$ cat src/rtl/fwd_hazard_unit_if.sv
// ID-stage hazard/forwarding bus: decode-side operand and destination info in,
// stall request and registered EX forwarding selects out.
interface fwd_hazard_unit_if #(
    parameter int unsigned AW     = 5,
    parameter int unsigned STAGES = 2
);
    localparam int unsigned SW = $clog2(STAGES + 1);

    logic          id_valid;
    logic [AW-1:0] id_rs;
    logic [AW-1:0] id_rt;
    logic          id_use_rs;
    logic          id_use_rt;
    logic          id_wr_en;
    logic [AW-1:0] id_wr_addr;
    logic          id_is_load;
    logic          flush;
    logic          stall;
    logic [SW-1:0] fwd_a;
    logic [SW-1:0] fwd_b;
    logic [15:0]   stall_cycles;

    modport master (
        output id_valid, id_rs, id_rt, id_use_rs, id_use_rt,
               id_wr_en, id_wr_addr, id_is_load, flush,
        input  stall, fwd_a, fwd_b, stall_cycles
    );

    modport slave (
        input  id_valid, id_rs, id_rt, id_use_rs, id_use_rt,
               id_wr_en, id_wr_addr, id_is_load, flush,
        output stall, fwd_a, fwd_b, stall_cycles
    );
endinterface

$ cat src/rtl/fwd_hazard_unit.sv
// Operand forwarding and load-use hazard unit: tracks destinations of the
// instructions past EX, picks nearest-stage bypass selects and inserts bubbles.
module fwd_hazard_unit #(
    parameter int unsigned AW       = 5,
    parameter int unsigned STAGES   = 2,
    parameter int unsigned LOAD_LAT = 1
) (
    input logic              Clk,
    input logic              Reset,
    fwd_hazard_unit_if.slave bus
);
    localparam int unsigned SW = $clog2(STAGES + 1);

    typedef struct packed {
        logic          wrEn;
        logic [AW-1:0] wrAddr;
        logic          isLoad;
    } slot_t;

    typedef enum logic {RUN, STALL} state_t;

    slot_t         pipe [STAGES];
    state_t        state;
    logic [SW-1:0] cnt;
    logic [SW-1:0] fwdA;
    logic [SW-1:0] fwdB;
    logic [15:0]   stallCnt;

    slot_t         idSlot;
    logic [SW-1:0] nearA;
    logic [SW-1:0] nearB;
    logic          loadA;
    logic          loadB;
    logic [SW-1:0] bubA;
    logic [SW-1:0] bubB;
    logic [SW-1:0] bubMax;
    logic          issue;
    logic          hazard;
    logic          stallInt;

    // Nearest matching producer per operand; descending scan lets the smallest stage win.
    always_comb begin
        nearA = '0;
        nearB = '0;
        loadA = 1'b0;
        loadB = 1'b0;
        for (int k = int'(STAGES) - 1; k >= 0; k--) begin
            if (pipe[k].wrEn && (pipe[k].wrAddr == bus.id_rs) &&
                (bus.id_rs != '0) && bus.id_use_rs) begin
                nearA = SW'(k + 1);
                loadA = pipe[k].isLoad;
            end
            if (pipe[k].wrEn && (pipe[k].wrAddr == bus.id_rt) &&
                (bus.id_rt != '0) && bus.id_use_rt) begin
                nearB = SW'(k + 1);
                loadB = pipe[k].isLoad;
            end
        end
    end

    // Bubbles still owed before a loaded value reaches a forwardable stage.
    always_comb begin
        bubA = '0;
        bubB = '0;
        if (loadA && (nearA != '0) && (nearA <= SW'(LOAD_LAT)))
            bubA = SW'(LOAD_LAT + 1) - nearA;
        if (loadB && (nearB != '0) && (nearB <= SW'(LOAD_LAT)))
            bubB = SW'(LOAD_LAT + 1) - nearB;
        bubMax = (bubA > bubB) ? bubA : bubB;
    end

    always_comb begin
        issue    = bus.id_valid && !bus.flush;
        hazard   = (state == RUN) && issue && (bubMax != '0);
        stallInt = !Reset && !bus.flush && ((state == STALL) || hazard);
        idSlot   = '{wrEn: bus.id_wr_en, wrAddr: bus.id_wr_addr, isLoad: bus.id_is_load};
    end

    always_ff @(posedge Clk or posedge Reset) begin
        if (Reset) begin
            for (int k = 0; k < int'(STAGES); k++) pipe[k] <= '0;
            state    <= RUN;
            cnt      <= '0;
            fwdA     <= '0;
            fwdB     <= '0;
            stallCnt <= '0;
        end else begin
            pipe[0] <= (issue && !stallInt) ? idSlot : '0;
            for (int k = 1; k < int'(STAGES); k++) pipe[k] <= pipe[k-1];

            fwdA <= (issue && !stallInt) ? nearA : '0;
            fwdB <= (issue && !stallInt) ? nearB : '0;

            // Multi-bubble loads park in STALL; a flush always abandons the stall.
            if (bus.flush) begin
                state <= RUN;
                cnt   <= '0;
            end else if (state == RUN) begin
                if (hazard && (bubMax > SW'(1))) begin
                    state <= STALL;
                    cnt   <= bubMax - SW'(1);
                end
            end else begin
                if (cnt <= SW'(1)) begin
                    state <= RUN;
                    cnt   <= '0;
                end else begin
                    cnt <= cnt - SW'(1);
                end
            end

            if (stallInt && (stallCnt != 16'hFFFF))
                stallCnt <= stallCnt + 16'd1;
        end
    end

    assign bus.stall        = stallInt;
    assign bus.fwd_a        = fwdA;
    assign bus.fwd_b        = fwdB;
    assign bus.stall_cycles = stallCnt;
endmodule
$ cat src/flat_wrapper.sv
// flat-port wrapper written by rule: the top's interface ports become plain ports
module fwd_hazard_unit_flat 
#(
    parameter int unsigned AW       = 5,
    parameter int unsigned STAGES   = 2,
    parameter int unsigned LOAD_LAT = 1
)
  (Clk, Reset, bus_id_valid, bus_id_rs, bus_id_rt, bus_id_use_rs, bus_id_use_rt, bus_id_wr_en, bus_id_wr_addr, bus_id_is_load, bus_flush, bus_stall, bus_fwd_a, bus_fwd_b, bus_stall_cycles);
  fwd_hazard_unit_if #(.AW(AW), .STAGES(STAGES)) bus_i ();
  input logic Clk;
  input logic Reset;
  input wire logic [$bits(bus_i.id_valid)-1:0] bus_id_valid;
  input wire logic [$bits(bus_i.id_rs)-1:0] bus_id_rs;
  input wire logic [$bits(bus_i.id_rt)-1:0] bus_id_rt;
  input wire logic [$bits(bus_i.id_use_rs)-1:0] bus_id_use_rs;
  input wire logic [$bits(bus_i.id_use_rt)-1:0] bus_id_use_rt;
  input wire logic [$bits(bus_i.id_wr_en)-1:0] bus_id_wr_en;
  input wire logic [$bits(bus_i.id_wr_addr)-1:0] bus_id_wr_addr;
  input wire logic [$bits(bus_i.id_is_load)-1:0] bus_id_is_load;
  input wire logic [$bits(bus_i.flush)-1:0] bus_flush;
  output wire logic [$bits(bus_i.stall)-1:0] bus_stall;
  output wire logic [$bits(bus_i.fwd_a)-1:0] bus_fwd_a;
  output wire logic [$bits(bus_i.fwd_b)-1:0] bus_fwd_b;
  output wire logic [$bits(bus_i.stall_cycles)-1:0] bus_stall_cycles;
  assign bus_i.id_valid = bus_id_valid;
  assign bus_i.id_rs = bus_id_rs;
  assign bus_i.id_rt = bus_id_rt;
  assign bus_i.id_use_rs = bus_id_use_rs;
  assign bus_i.id_use_rt = bus_id_use_rt;
  assign bus_i.id_wr_en = bus_id_wr_en;
  assign bus_i.id_wr_addr = bus_id_wr_addr;
  assign bus_i.id_is_load = bus_id_is_load;
  assign bus_i.flush = bus_flush;
  assign bus_stall = bus_i.stall;
  assign bus_fwd_a = bus_i.fwd_a;
  assign bus_fwd_b = bus_i.fwd_b;
  assign bus_stall_cycles = bus_i.stall_cycles;
  fwd_hazard_unit #(.AW(AW), .STAGES(STAGES), .LOAD_LAT(LOAD_LAT)) u_core (.Clk(Clk), .Reset(Reset), .bus(bus_i));
endmodule
$ cat config.mk
export PLATFORM = sky130hd
export DESIGN_NAME = fwd_hazard_unit_flat
export DESIGN_NICKNAME = d
export VERILOG_FILES = /design/src/rtl/fwd_hazard_unit_if.sv /design/src/rtl/fwd_hazard_unit.sv /design/src/flat_wrapper.sv
export SDC_FILE = /design/constraint.sdc
export NUM_CORES = 1
export LEC_CHECK = 0
export CAP_MARGIN = 20
export CORE_ASPECT_RATIO = 0.75
export CORE_MARGIN = 2
export CORE_UTILIZATION = 48
export CTS_CLUSTER_SIZE = 28
export DETAILED_ROUTE_END_ITERATION = 7
export GPL_TIMING_DRIVEN = 0
export MAX_ROUTING_LAYER = met4
export PLACE_DENSITY = 0.77
export SLEW_MARGIN = 10
export SYNTH_ARGS = -nofsm -noshare
export SYNTH_HDL_FRONTEND = slang
export SYNTH_SLANG_ARGS = --single-unit
export TNS_END_PERCENT = 30
$ cat constraint.sdc
create_clock -name Clk -period 3.1 [get_ports Clk]
set_input_delay 0.62 -clock Clk [delete_from_list [all_inputs] [get_ports Clk]]
set_output_delay 0.62 -clock Clk [all_outputs]
set_load 0.02 [all_outputs]
After elaboration in Yosys (flattened, before gate mapping)
Cells that the tools add are included.
{"block": "op_classes", "add_sub_neg": 5, "n_lt_le_gt_ge": 5, "eq_ne": 5, "n_mux": 22, "n_bitwise": 1, "reduce_logical": 34}
{"operator": "2-bit two-way mux", "n": 13}
{"operator": "1-bit logical AND", "n": 24}
{"operator": "5-bit equality test", "n": 4}
{"operator": "16-bit by 1-bit adder with 16-bit output (second input constant)", "n": 1}
{"operator": "16-bit != test (second input constant)", "n": 1}
{"operator": "5-bit nonzero test", "n": 2}
{"operator": "1-bit two-way mux", "n": 8}
{"operator": "7-bit two-way mux", "n": 1}
{"operator": "2-bit by 1-bit less-or-equal comparator with 1-bit output (second input constant)", "n": 3}
{"operator": "2-bit nonzero test", "n": 3}
{"operator": "2-bit by 1-bit subtractor with 2-bit output (second input constant)", "n": 2}
{"operator": "2-bit subtractor (first input constant)", "n": 2}
{"operator": "1-bit logical NOT", "n": 3}
{"operator": "3-bit nonzero test", "n": 1}
{"operator": "2-bit by 1-bit > comparator with 1-bit output (second input constant)", "n": 1}
{"operator": "2-bit > comparator", "n": 1}
{"operator": "1-bit logical OR", "n": 1}
{"operator": "1-bit inverter", "n": 1}
{"block": "word_totals", "regBits": 37, "input_bits": 23, "out_inout_bits": 21, "wordCells": 83}

Depth between registers and ports, before layout
{"block": "logic_depth", "depth_word": 19, "mapped_depth": 10, "depth_no_buf": 10}

Worst setup path before layout
No wires, ideal clock.
{"block": "synth_path", "path_type": "input-to-output", "from": "input port bus_id_rs[1]", "to": "output port bus_stall", "t_arrival_ps": 2155, "required_ps": 2480, "slack_ps": 325, "stages": 8, "n_path_buf": 0, "cell_sequence": "or4_1 > o21ai_1 > nor3_1 > o21ai_1 > ha_1 > nor2b_1 > o21ai_1 > inv_2"}
{"block": "synth_via", "elab_chain_len": 16, "elab_cells_between_ends": 25, "classes_between": "add/sub: 1; order compare: 2; eq/ne: 2; mux: 6; reduce/logical: 14"}
{"item": "from (decl)", "line_no": "flat_wrapper.sv:13", "text": "input wire logic [$bits(bus_i.id_rs)-1:0] bus_id_rs;"}
{"item": "parallel branches: the longest is 9 deep, another holds 2-bit by 1-bit less-or-equal comparator with 1-bit output"}
{"item": "2-bit two-way mux (*)", "line_no": "fwd_hazard_unit.sv:65", "text": "if (loadA && (nearA != '0) && (nearA <= SW'(LOAD_LAT)))"}
{"item": "2-bit > comparator", "line_no": "fwd_hazard_unit.sv:69", "text": "bubMax = (bubA > bubB) ? bubA : bubB;"}
{"item": "2-bit two-way mux (*)", "line_no": "fwd_hazard_unit.sv:69"}
{"item": "2-bit nonzero test (*)", "line_no": "fwd_hazard_unit.sv:74", "text": "hazard = (state == RUN) && issue && (bubMax != '0);"}
{"item": "1-bit logical AND (*)", "line_no": "fwd_hazard_unit.sv:74"}
{"item": "1-bit logical OR (*)", "line_no": "fwd_hazard_unit.sv:75", "text": "stallInt = !Reset && !bus.flush && ((state == STALL) || hazard);"}
{"item": "1-bit logical AND (*)", "line_no": "fwd_hazard_unit.sv:75"}
{"item": "to (decl)", "line_no": "flat_wrapper.sv:21", "text": "output wire logic [$bits(bus_i.stall)-1:0] bus_stall;"}
Mark *: on every way between the ends.

Worst setup path after layout
{"block": "layout_path", "from": "input port bus_id_rs[2]", "to": "output port bus_stall"}
Same word-level chain as after synthesis.

==> flow_metrics.env <==
export IMPL_clk_latency_ps=280
export IMPL_synth_largest_area_cell="dfrtp_1"
export IMPL_detail_route_first_pass_iterations=4
export IMPL_run_status="completed"
export IMPL_slew_headroom_pct=50.91
export IMPL_drive_above_1_share_pct=18.89
export IMPL_clock_sinks=36
export IMPL_synth_area_top_cells="dfrtp_1 (52%), xor2_1 (9.1%), xnor2_1 (8.0%)"
export IMPL_worst_slew_pin_slew_ps=735.3
export IMPL_numCtsBuffers=5
export IMPL_power_switching_uw=313.4
export IMPL_syn_avg_cell_area_sq_um=11.09
export IMPL_cts_tree="yes"
export IMPL_cap_violations=0
export IMPL_leakage_uw=0.001122
export IMPL_hold_path_end="u_core.pipe[6]"
export IMPL_slew_violations=0
export IMPL_setup_violations=0
export IMPL_row_count=18
export IMPL_path_clk_slew_ps=70
export IMPL_post_route_util_pct=71.74
export IMPL_final_nets=241
export IMPL_cp_arrival_ps=2420
export IMPL_place_inst=240
export IMPL_r2r_end="u_core.bus.stall_cycles[1]"
export IMPL_core_sq_um=3378
export IMPL_syn_nets=182
export IMPL_reg2reg_slack_ps=510
export IMPL_cts_hold_buf=0
export IMPL_ys_warn_count=0
export IMPL_synth_area_sq_um=1742
export IMPL_register_area_sq_um=900.9
export IMPL_worstHoldPathType="flip-flop to flip-flop"
export IMPL_n_antenna_cell=0
export IMPL_post_drt_wl_per_cell_um=15.72
export IMPL_h_tree_depth=2
export IMPL_ys_seq_area_share_pct=51.72
export IMPL_grt_pass1_vias=1348
export IMPL_mostFrequentLayoutCell="dfrtp_1"
export IMPL_cts_buffer_depth=2
export IMPL_yosys_area_top_type_share_pct=51.72
export IMPL_critPathKind="input pin to output pin"
export IMPL_rsz0062_at_grt="no"
export IMPL_whs_path_depth=0
export IMPL_p_seq_share_pct=48.9
export IMPL_viasPerCell=5.455
export IMPL_peakVddDrop_mv=0.3262
export IMPL_p_total_uw=1106
export IMPL_die_w_um=73.56
export IMPL_gp_congestion=0.8942
export IMPL_drt_iter0_drc=110
export IMPL_fin_crit_sh_pct=98.19
export IMPL_drt_total_wl_mm=4.040
export IMPL_start_util_pct=51.56
export IMPL_power_share_clock_pct=30.7
export IMPL_hold_start="u_core.pipe[13]"
export IMPL_grt_max_degree=38
export IMPL_io_pins=44
export IMPL_finalHoldViolCount=0
export IMPL_via_count=1402
export IMPL_netSwitchingFraction_pct=28.32
export IMPL_fp_dieH_um=56.17
export IMPL_crit_fanout=3
export IMPL_p_comb_share_pct=20.5
export IMPL_powerDensity_nw_per_um2=456.5
export IMPL_num_fill_cells=252
export IMPL_layout_cells_non_filler=257
export IMPL_ys_ff_latch=36
export IMPL_start_kind="input pin"
export IMPL_synthToLayoutAreaGrowth_pct=39.15
export IMPL_endpoint_kind="output pin"
export IMPL_yosysUniqueCellTypes=32
export IMPL_antenna_found_initial=0
export IMPL_multi_input_area_sq_um=879.6
export IMPL_post_route_min_period_ps=3044
export IMPL_grt_first_pass_wirelength_mm=6.575
export IMPL_internal_power_uw=793.1
export IMPL_fmax_mhz=328.5
export IMPL_grt_overflow_total=0
export IMPL_io_buffers=43
export IMPL_die_area_sq_um=4131
export IMPL_reg2reg_depth=11
export IMPL_placed_cell_area_sq_um=2222
export IMPL_final_antenna_net_count=0
export IMPL_final_setup_skew_ps=11.23
export IMPL_grt_usage_pct=21.71
export IMPL_final_cell_mix="dfrtp_1 (36), clkdlybuf4s50_1 (32), xor2_1 (18), xnor2_1 (16), buf_4 (10)"
export IMPL_synthCells=157
export IMPL_r2r_start="u_core.pipe[9]"
export IMPL_fin_area_sq_um=2424
export IMPL_required_ps=2480
export IMPL_detailed_place_hpwl_mm=2.883
export IMPL_cts_root_buf="clkbuf_8"
export IMPL_fin_tns_setup_ps=0
export IMPL_drcViolationCount=0
[cells in the mapped netlist]
cell	instances
xor2_1	18
or4_1	2
xnor2_1	16
inv_2	1
inv_1	2
clkbuf_1	1
and2_1	9
and3_1	1
ha_1	2
mux2_4	1
nand2_1	8
nor4_2	2
nand2b_1	2
or2_4	1
o21ai_1	4
nor3b_1	2
dfrtp_1	36
a21oi_1	3
nand3_1	5
nand3_2	1
nand3b_1	1
and3b_1	1
nor2b_1	3
nor4_1	8
nor3_1	9
nand4_1	7
conb_1	1
nor2_1	5
o2111ai_1	1
nand4_2	2
and4_1	1
mux2i_1	1
[how the worst max path moves through the flow]
stage | start | to | slack, ps
3_5_place_dp | bus_id_rt[1] | bus_stall | -970
5_1_grt | bus_id_rs[2] | bus_stall | 2
3_3_place_gp | bus_id_rt[2] | bus_stall | -960
4_1_cts | bus_id_rs[2] | bus_stall | 0.8
6_report | bus_id_rs[2] | bus_stall | 60
2_1_floorplan | bus_id_rs[1] | bus_stall | 320
[cell type report]
cell class,count,area share (%)
Sequential cell,36,37.17
Buffer,1,0.1549
Clock inverter,2,0.4130
Tap cell,40,2.065
Clock buffer,6,3.407
Inverter,3,0.4646
Multi-Input combinational cell,117,36.29
Timing Repair Buffer,52,20.03
[metrics by stage]
step                      hold WS (ps)  setup WS (ps)
after floorplan                  373.5          324.5
after global placement           392.9         -958.8
after detailed placement         410.1         -966.6
after CTS                        435.6         0.7712
after global routing             457.4          2.442
final                            442.8          56.02
[sequential cells by signal, summed over array words and instances (netlist names)]
register and flops:
u_core.bus.fwd_a 2, u_core.bus.stall_cycles 16, u_core.state 1, u_core.bus.fwd_b 2, u_core.pipe 13, u_core.cnt 2
[what timing repair did]
action	in CTS	in global routing
pin swaps	8	6
endpoints found under the setup margin	4	1
cloned	0	0
setup buffers	7	2
gates resized for setup	29	9
[critical path: stages]
cell and delay, ps:
clkdlybuf4s15_2 210, or4_4 550, o21ai_4 180, nor3_4 80, o21ai_2 120, ha_2 200
nor2b_2 60, o21ai_2 190, inv_2 60, buf_4 150
[power by group through the flow]
stage                     Combinational [uW]  Sequential, uW  Clock [uW]
final                                    227             541         339
after global placement                   211             547           0
after detailed placement                 215             549           0
after floorplan                         80.6             572           0
after global routing                     246             544         374
after CTS                                224             540         347
[routing by layer]
metal	wire length, um	global-route usage, %	part of all wire [%]	vias up
li1	-	-	-	667
met1	1888	30.73	47	679
met2	1877	30.48	46	52
met3	222	6.159	5.5	4
met4	52	5.974	1.3	0
met5	0	-	0	-
[cell families after synthesis]
| family | after synthesis | synth area share (%) |
|---|---|---|
| AND/OR/NAND/NOR | 70 | 24.71 |
| flip-flops | 36 | 51.72 |
| XOR/XNOR | 34 | 17.10 |
| AO/OA/AOI/OAI | 8 | 2.514 |
| buffers and inverters | 4 | 0.8618 |
| adder cells (fa/ha/maj) | 2 | 1.437 |
| multiplexers | 2 | 1.437 |
| other | 1 | 0.2153 |
Note: power is estimated with default switching activity, not from simulation.
